===== config.mk =====
export PLATFORM = sky130hd
export DESIGN_NAME = uop_queue
export DESIGN_NICKNAME = d
export VERILOG_FILES = /design/src/rtl/uop_queue.sv
export SDC_FILE = /design/constraint.sdc
export NUM_CORES = 1
export LEC_CHECK = 0
export ABC_AREA = 1
export CORE_MARGIN = 10
export CORE_UTILIZATION = 55
export CTS_CLUSTER_SIZE = 14
export DETAILED_ROUTE_END_ITERATION = 8
export GPL_TIMING_DRIVEN = 0
export PLACE_DENSITY = 0.86
export RECOVER_POWER = 50
export SLEW_MARGIN = 20
export SYNTH_ARGS = -nofsm -noshare
export SYNTH_HDL_FRONTEND = slang
export SYNTH_SLANG_ARGS = --single-unit

===== constraint.sdc =====
create_clock -name clk -period 2.6 [get_ports clk]
set_input_delay 0.52 -clock clk [delete_from_list [all_inputs] [get_ports clk]]
set_output_delay 0.52 -clock clk [all_outputs]
set_load 0.01 [all_outputs]

===== src/rtl/uop_queue.sv =====
// -----------------------------------------------------------------------------
// uop_queue
//
// Per-thread micro-op buffer that sits between the decoder and the dual-stream
// scheduler. One instance serves one stream. Decoded uops are pushed in,
// together with an end-of-instruction flag, and the scheduler sees the head
// entry combinationally. A copy of the most recently issued uop is kept in
// uop_last so the scheduler can run its store and register-dependency checks
// against it.
//
// Parameters
//   DEPTH      number of entries (power of two, 2..32)
//   UOP_W      uop width
//   LAST_RST   value loaded into uop_last on reset and on flush
//
// Ports
//   clk           clock, all state updates on the rising edge
//   rst           asynchronous active-high reset
//   flush         synchronous clear of the queue and of uop_last
//   push_valid    decoder offers a uop
//   push_uop      uop payload
//   push_is_last  offered uop is the last uop of its instruction
//   push_ready    queue can accept a push this cycle
//   pop           scheduler issued the head uop this cycle
//   uop_valid     head entry present
//   uop_next      head uop payload (zero when empty)
//   uop_is_last   head end-of-instruction flag (zero when empty)
//   uop_last      last uop issued from this queue
//   count         number of occupied entries
//   full          count == DEPTH
//   empty         count == 0
// -----------------------------------------------------------------------------
module uop_queue #(
    parameter int                DEPTH    = 8,
    parameter int                UOP_W    = 20,
    parameter logic [UOP_W-1:0]  LAST_RST = 20'h00F00
) (
    input  logic                      clk,
    input  logic                      rst,
    input  logic                      flush,
    input  logic                      push_valid,
    input  logic [UOP_W-1:0]          push_uop,
    input  logic                      push_is_last,
    output logic                      push_ready,
    input  logic                      pop,
    output logic                      uop_valid,
    output logic [UOP_W-1:0]          uop_next,
    output logic                      uop_is_last,
    output logic [UOP_W-1:0]          uop_last,
    output logic [$clog2(DEPTH):0]    count,
    output logic                      full,
    output logic                      empty
);

    localparam int AW = $clog2(DEPTH);
    localparam int CW = AW + 1;
    localparam logic [CW-1:0] COUNT_FULL = CW'(DEPTH);

    // Each entry is {is_last, uop}; the flag sits in the top bit.
    logic [UOP_W:0]   storage [DEPTH];
    logic [AW-1:0]    wptr;
    logic [AW-1:0]    rptr;
    logic [CW-1:0]    count_q;
    logic [UOP_W-1:0] uop_last_q;

    logic             do_push;
    logic             do_pop;
    logic [UOP_W:0]   head_entry;

    // Status flags come straight from the registered occupancy, so push_ready
    // never depends on this cycle's pop. A full queue therefore refuses a push
    // even when the scheduler is popping in the same cycle.
    always_comb begin
        full       = (count_q == COUNT_FULL);
        empty      = (count_q == '0);
        push_ready = ~full;
        count      = count_q;
        uop_last   = uop_last_q;
    end

    // A push needs room and a pop needs something to issue; a pop against an
    // empty queue is simply ignored, which keeps uop_last from being loaded
    // with garbage.
    always_comb begin
        do_push = push_valid & ~full;
        do_pop  = pop & ~empty;
    end

    // The head is presented from registered state only. When the queue is
    // empty the payload and flag are forced to zero so the scheduler cannot
    // act on a stale is_last left behind in the storage array.
    always_comb begin
        head_entry  = storage[rptr];
        uop_valid   = ~empty;
        uop_next    = '0;
        uop_is_last = 1'b0;
        if (!empty) begin
            uop_next    = head_entry[UOP_W-1:0];
            uop_is_last = head_entry[UOP_W];
        end
    end

    // Storage array has no reset: entries are only ever read after being
    // written, and a flush just rewinds the pointers. A push in a flush cycle
    // may still land in the array, but the pointers are rewound so it is
    // never visible.
    always_ff @(posedge clk) begin
        if (do_push) begin
            storage[wptr] <= {push_is_last, push_uop};
        end
    end

    // Pointer, occupancy and last-issued state. Flush wins over any push or
    // pop in the same cycle. Pointers are exactly AW bits wide so they wrap
    // modulo DEPTH on their own. Push and pop are independent; when both fire
    // the occupancy is left alone.
    always_ff @(posedge clk or posedge rst) begin
        if (rst) begin
            wptr       <= '0;
            rptr       <= '0;
            count_q    <= '0;
            uop_last_q <= LAST_RST;
        end else if (flush) begin
            wptr       <= '0;
            rptr       <= '0;
            count_q    <= '0;
            uop_last_q <= LAST_RST;
        end else begin
            if (do_push) begin
                wptr <= wptr + AW'(1);
            end
            if (do_pop) begin
                rptr       <= rptr + AW'(1);
                uop_last_q <= head_entry[UOP_W-1:0];
            end
            if (do_push && !do_pop) begin
                count_q <= count_q + CW'(1);
            end else if (do_pop && !do_push) begin
                count_q <= count_q - CW'(1);
            end
        end
    end

endmodule

# == Word-level counts from Yosys, hierarchy flattened ==
# Memories as Yosys holds them, arrays and structs flattened.
# Cells that the tools add are included.
# classes
muxes,13
n_addsub,4
bitwise,4
reduce_logical,8
eq_ne,1
# op_table
op,n
$mux W20,3
$mux W3,4
$mux W4,3
$add A3 B1 Y3 const B,2
$add A4 B1 Y4 const B,1
$eq A4 B4 Y1 const B,1
$logic_not A4 Y1,1
$reduce_bool A2 Y1,2
$sub A4 B1 Y4 const B,1
$mux W1,3
$reduce_bool A3 Y1,1
$and A1 B1 Y1,2
$logic_and A1 B1 Y1,2
$logic_not A1 Y1,2
$not A1 Y1,2
# totals
wordCells,35
output_inout_bits,49
n_memories,1
inputBits,26
ramBits,168
reg_bits,30
# memory_table
name,depth,word_bits,read_ports,rd_clocked_by_memory_dff,write_ports,line,rtl
storage,8,21,1,0,1,60,logic [UOP_W:0] storage [DEPTH];

# == Longest topological paths before layout ==
# logic_depth
depth_word,8
ltp_mapped,11
depth_no_buf,11

# == Worst setup path after synthesis ==
# OpenSTA, ideal clock, no wires.
# synth_path
kind,reg2reg
start,"reg count_q[3], in the netlist count[3]"
end,mem storage[0][0] (netlist name) (enable)
stages_incl_launch_ff,6
period_less_slack_ns,2.336
path_buffers,0
t_required_ns,2.201
setup_time_ns,0.399
slack_ns,0.264
t_arrival_ns,1.937
path_cell_list,dfrtp_1 -> inv_2 -> nor2_4 -> a21oi_1 -> nand2_1 -> nor2_1
# synth_via
elab_chain_cells,5
# synth_rtl
element,line,rtl
"start, declared",63,logic [CW-1:0] count_q;
"start signal, assigned",137,count_q <= count_q + CW'(1);
"start signal, assigned",139,count_q <= count_q - CW'(1);
$eq A4 B4 Y1,74,full = (count_q == COUNT_FULL);
$not A1 Y1,85,do_push = push_valid & ~full;
$and A1 B1 Y1,85,
$mux W1,108,if (do_push) begin
$mux W1 (implied by the code),109,"storage[wptr] <= {push_is_last, push_uop};"
"end, declared",60,
# No other way between the ends.

# == Worst setup path after layout ==
# layout_path
start,reg rptr[0]
end,out uop_next[10]
# layout_via
elab_chain_cells,2
# layout_rtl
element,line,rtl
"start, declared",62,logic [AW-1:0] rptr;
"start signal, assigned",133,rptr <= rptr + AW'(1);
$mem_v2 Z8 W21,-,
$mux W20,97,if (!empty) begin
"end, declared",47,"output logic [UOP_W-1:0] uop_next,"
# No other way between the ends.

==> results.py <==
metrics = {
    "power_and_ir_drop": {
        "vdd_drop_max_uv": 612,
        "p_leak_nw": 3.83,
        "swShare_pct": 37.2,
        "power.internal_w": 0.00722,
        "total_power_w": 0.0115,
        "powerDensity_nw_per_um2": 1110,
        "power_frac_comb_pct": 43.3,
        "pwr-share-clk_pct": 22.4,
        "p_seq_share_pct": 34.3,
        "p_switching_w": 0.00428,
    },
    "yosys": {
        "ys_seq_elements": 198,
        "ys_seq_area_share_pct": 71.3,
        "synth_commonest_cells": "168 x edfxtp_1, 161 x nor2_1, 83 x o21ai_0",
        "ys.flop_type": "edfxtp_1",
        "ys.warnings.count": 0,
        "yosysTopAreaCell": "edfxtp_1",
        "synth_edf_count": 168,
        "syn_inst": 655,
        "synthMuxAreaShare_pct": 0,
        "synth_xor_area_share_pct": 0.108,
        "synth_area_leaders": "edfxtp_1 62%, dfrtp_1 8.0%, nor2_1 7.4%, o21ai_0 5.1%, o21ai_1 3.1%",
        "synth_fa_ha_area_share_pct": 0.861,
        "synth_cell_types": 36,
        "synth_simple_gate_area_share_pct": 11.0,
        "synth_compound_area_share_pct": 12.2,
        "syn_nets": 686,
        "yosysMostFrequentCell": "edfxtp_1",
        "syn_area_per_cell_um2": 12.4,
        "syn_area_um2": 8140,
        "yosys.area.top_type_share_pct": 62.0,
        "synth_top_family_by_area": "compound AO/OA/AOI/OAI gates",
        "async_flop_share_pct": 15.2,
    },
    "clocking": {
        "cts-buffers-inserted": 17,
        "holdBufCountCts": 0,
        "clkTransAtPathRegs_ns": 0.07,
        "cts.sink_count": 198,
        "cts.path.max_buffers": 2,
        "cts_root_buffer": "clkbuf_16",
        "clk-insertion-delay-late_ns": 0.44,
        "ctsHtreeMaxLevel": 4,
        "cts_tree": "yes",
    },
    "timing": {
        "maxSlewHeadroom_pct": 22.6,
        "slew_violations": 0,
        "finalHoldViolCount": 0,
        "period_minus_slack_ns": 2.70,
        "rsz0062_at_grt": "yes",
        "setup_viol": 12,
        "final.setup_skew_ns": 0.00867,
        "worst_slack_ns": -0.101,
        "tns_ns": -0.434,
        "fin_crit_sh_pct": 104,
        "tightest_slew_ns": 1.16,
        "max_freq_ghz": 0.370,
    },
    "worst_hold_path": {
        "hold_class": "reg2reg",
        "holdCritStartpoint": "uop_last[4]",
    },
    "floorplan": {
        "initial_utilization_pct": 56.0,
        "fp.dieW_um": 142,
        "dieArea_um2": 20100,
        "ios": 75,
        "fp.dieH_um": 142,
        "num_rows": 44,
        "coreArea_um2": 14500,
    },
    "grt": {
        "grt_max_degree": 31,
        "grt_pass1_wl_mm": 34.8,
        "track_usage_pct": 22.5,
        "first_global_vias": 6130,
        "grt_overflow_total": 0,
        "antenna_found_initial": 0,
    },
    "detailed_routing": {
        "detailroute.via_count": 6456,
        "via_per_inst": 6.50,
        "drc": 0,
        "drtIter0Drc": 1235,
        "routedWlPerCell_um": 25.4,
        "totalWireLength_mm": 25.2,
        "drtPass1Iterations": 8,
        "final_antenna_net_count": 0,
    },
    "setup_path": {
        "crit_path_max_incr_delay_ns": 0.38,
        "r2r_start": "rptr[1]",
        "worst_ep_required_time_ns": 2.08,
        "cp_cell_sequence": "buf_6, buf_12, buf_8, buf_4, nor2_2, nor2_1, o21ai_1, o211ai_1, nand2_1, nor2_1, buf_2",
        "cp_max_fo": 8,
        "crit_path_start": "rptr[0]",
        "cp_data_arrival_time_ns": 2.18,
        "start_kind": "flip-flop",
        "crit_top_cell": "nor2_1",
        "slowest_stage": "dfrtp_1",
        "critPathKind": "reg2out",
        "end_kind": "output pin",
    },
    "status": {
        "violations": "setup timing",
        "run_status": "complete, but fails checks",
    },
    "layout": {
        "fin_nets": 827,
        "seqCellArea_um2": 5800,
        "syn2layout_area_growth_pct": 26.9,
        "fillCellCount": 794,
        "multiInputGateArea_um2": 2130,
        "antennaDiodeCount": 0,
        "drive_gt1_share_pct": 24.4,
    },
    "placed_design": {
        "io_buffers": 74,
        "place_ws_ns": -0.320,
        "hpwl_mm": 13.1,
        "gp_congestion": 0.851,
    },
    "run": {
        "max-cap-violations": 0,
    },
}
-- cell type report --
class | count | share of cell area, %
Buffer | 36 | 3.71
Clock buffer | 20 | 4.44
Clock inverter | 12 | 1.04
Inverter | 21 | 0.885
Multi-Input combinational cell | 400 | 20.6
Sequential cell | 198 | 56.2
Tap cell | 184 | 2.23
Timing Repair Buffer | 122 | 10.9
-- registers in the layout, indices dropped and copies added, names as in the netlist --
signal    cells
storage     168
count         4
rptr          3
uop_last     20
wptr          3
-- worst paths after layout --
check                                    end  slack [ns]  depth (start not counted)
worst max register to register   uop_last[7]       -0.02                         16
min in group asynchronous        uop_last[1]        0.82                          2
max in group asynchronous           count[3]        1.00                          2
worst max-delay path            uop_next[10]       -0.10                         11
worst min register to register   uop_last[4]        0.49                          2
worst min-delay path             uop_last[4]        0.49                          2
-- metrics by stage --
stage | cell area [um2] | std cells | utilization [%] | hold WS [ns]
6_report | 10300 | 993 | 71.0 | 0.489
3_3_place_gp | 9110 | 913 | 62.7 | 0.470
2_1_floorplan | 8140 | 655 | - | 0.506
4_1_cts | 10100 | 981 | 69.5 | 0.489
3_5_place_dp | 9170 | 913 | 63.1 | 0.471
5_1_grt | 10300 | 993 | 71.0 | 0.499
-- cells by family (layout without fill, tap and decap cells) --
group           after synthesis  count (layout)
compound gates              178             178
xor+xnor                      1               1
flops                       198             198
buf+inv                      57             211
simple gates                216             216
fa+ha+maj                     5               5
-- power groups by stage --
stage          sequential [W]  combinational [W]  clock [W]
2_1_floorplan         0.00403            0.00208          0
3_3_place_gp          0.00398            0.00372          0
3_5_place_dp          0.00400            0.00392          0
4_1_cts               0.00394            0.00439    0.00251
5_1_grt               0.00397            0.00521    0.00266
6_report              0.00395            0.00498    0.00257
-- worst max-delay path: cells and delay by family, from the launching register on --
family | cells | cell delay, ns
buffers and inverters | 5 | 0.74
AND/OR/NAND/NOR | 4 | 0.40
flip-flops | 1 | 0.38
AO/OA/AOI/OAI | 2 | 0.21
-- repair_timing --
item,in CTS,in global routing
cloned,2,4
pin swaps,18,28
buffers inserted,34,8
setup endpoints to repair,22,88
resized for setup,124,61
-- cell usage in the layout, fill, tap and decap left out, types with 24 or more instances in the layout --
master and n:
edfxtp_1 168, nand2_1 36, o21ai_1 59, clkdlybuf4s50_1 30, nor2_1 143, o21ai_0 57, buf_2 24, dfrtp_1 24
o211ai_1 24, buf_4 46
-- routing by layer --
layer  share of wire [%]  up-vias  global-route usage (%)
met5                   0        -                       0
met4                 4.4        0                    11.4
met3                  14      122                    7.71
met2                  49      646                    36.9
met1                  33     3085                    25.7
li1                    -     2603                       -
Power figures use the tool's default switching activity.
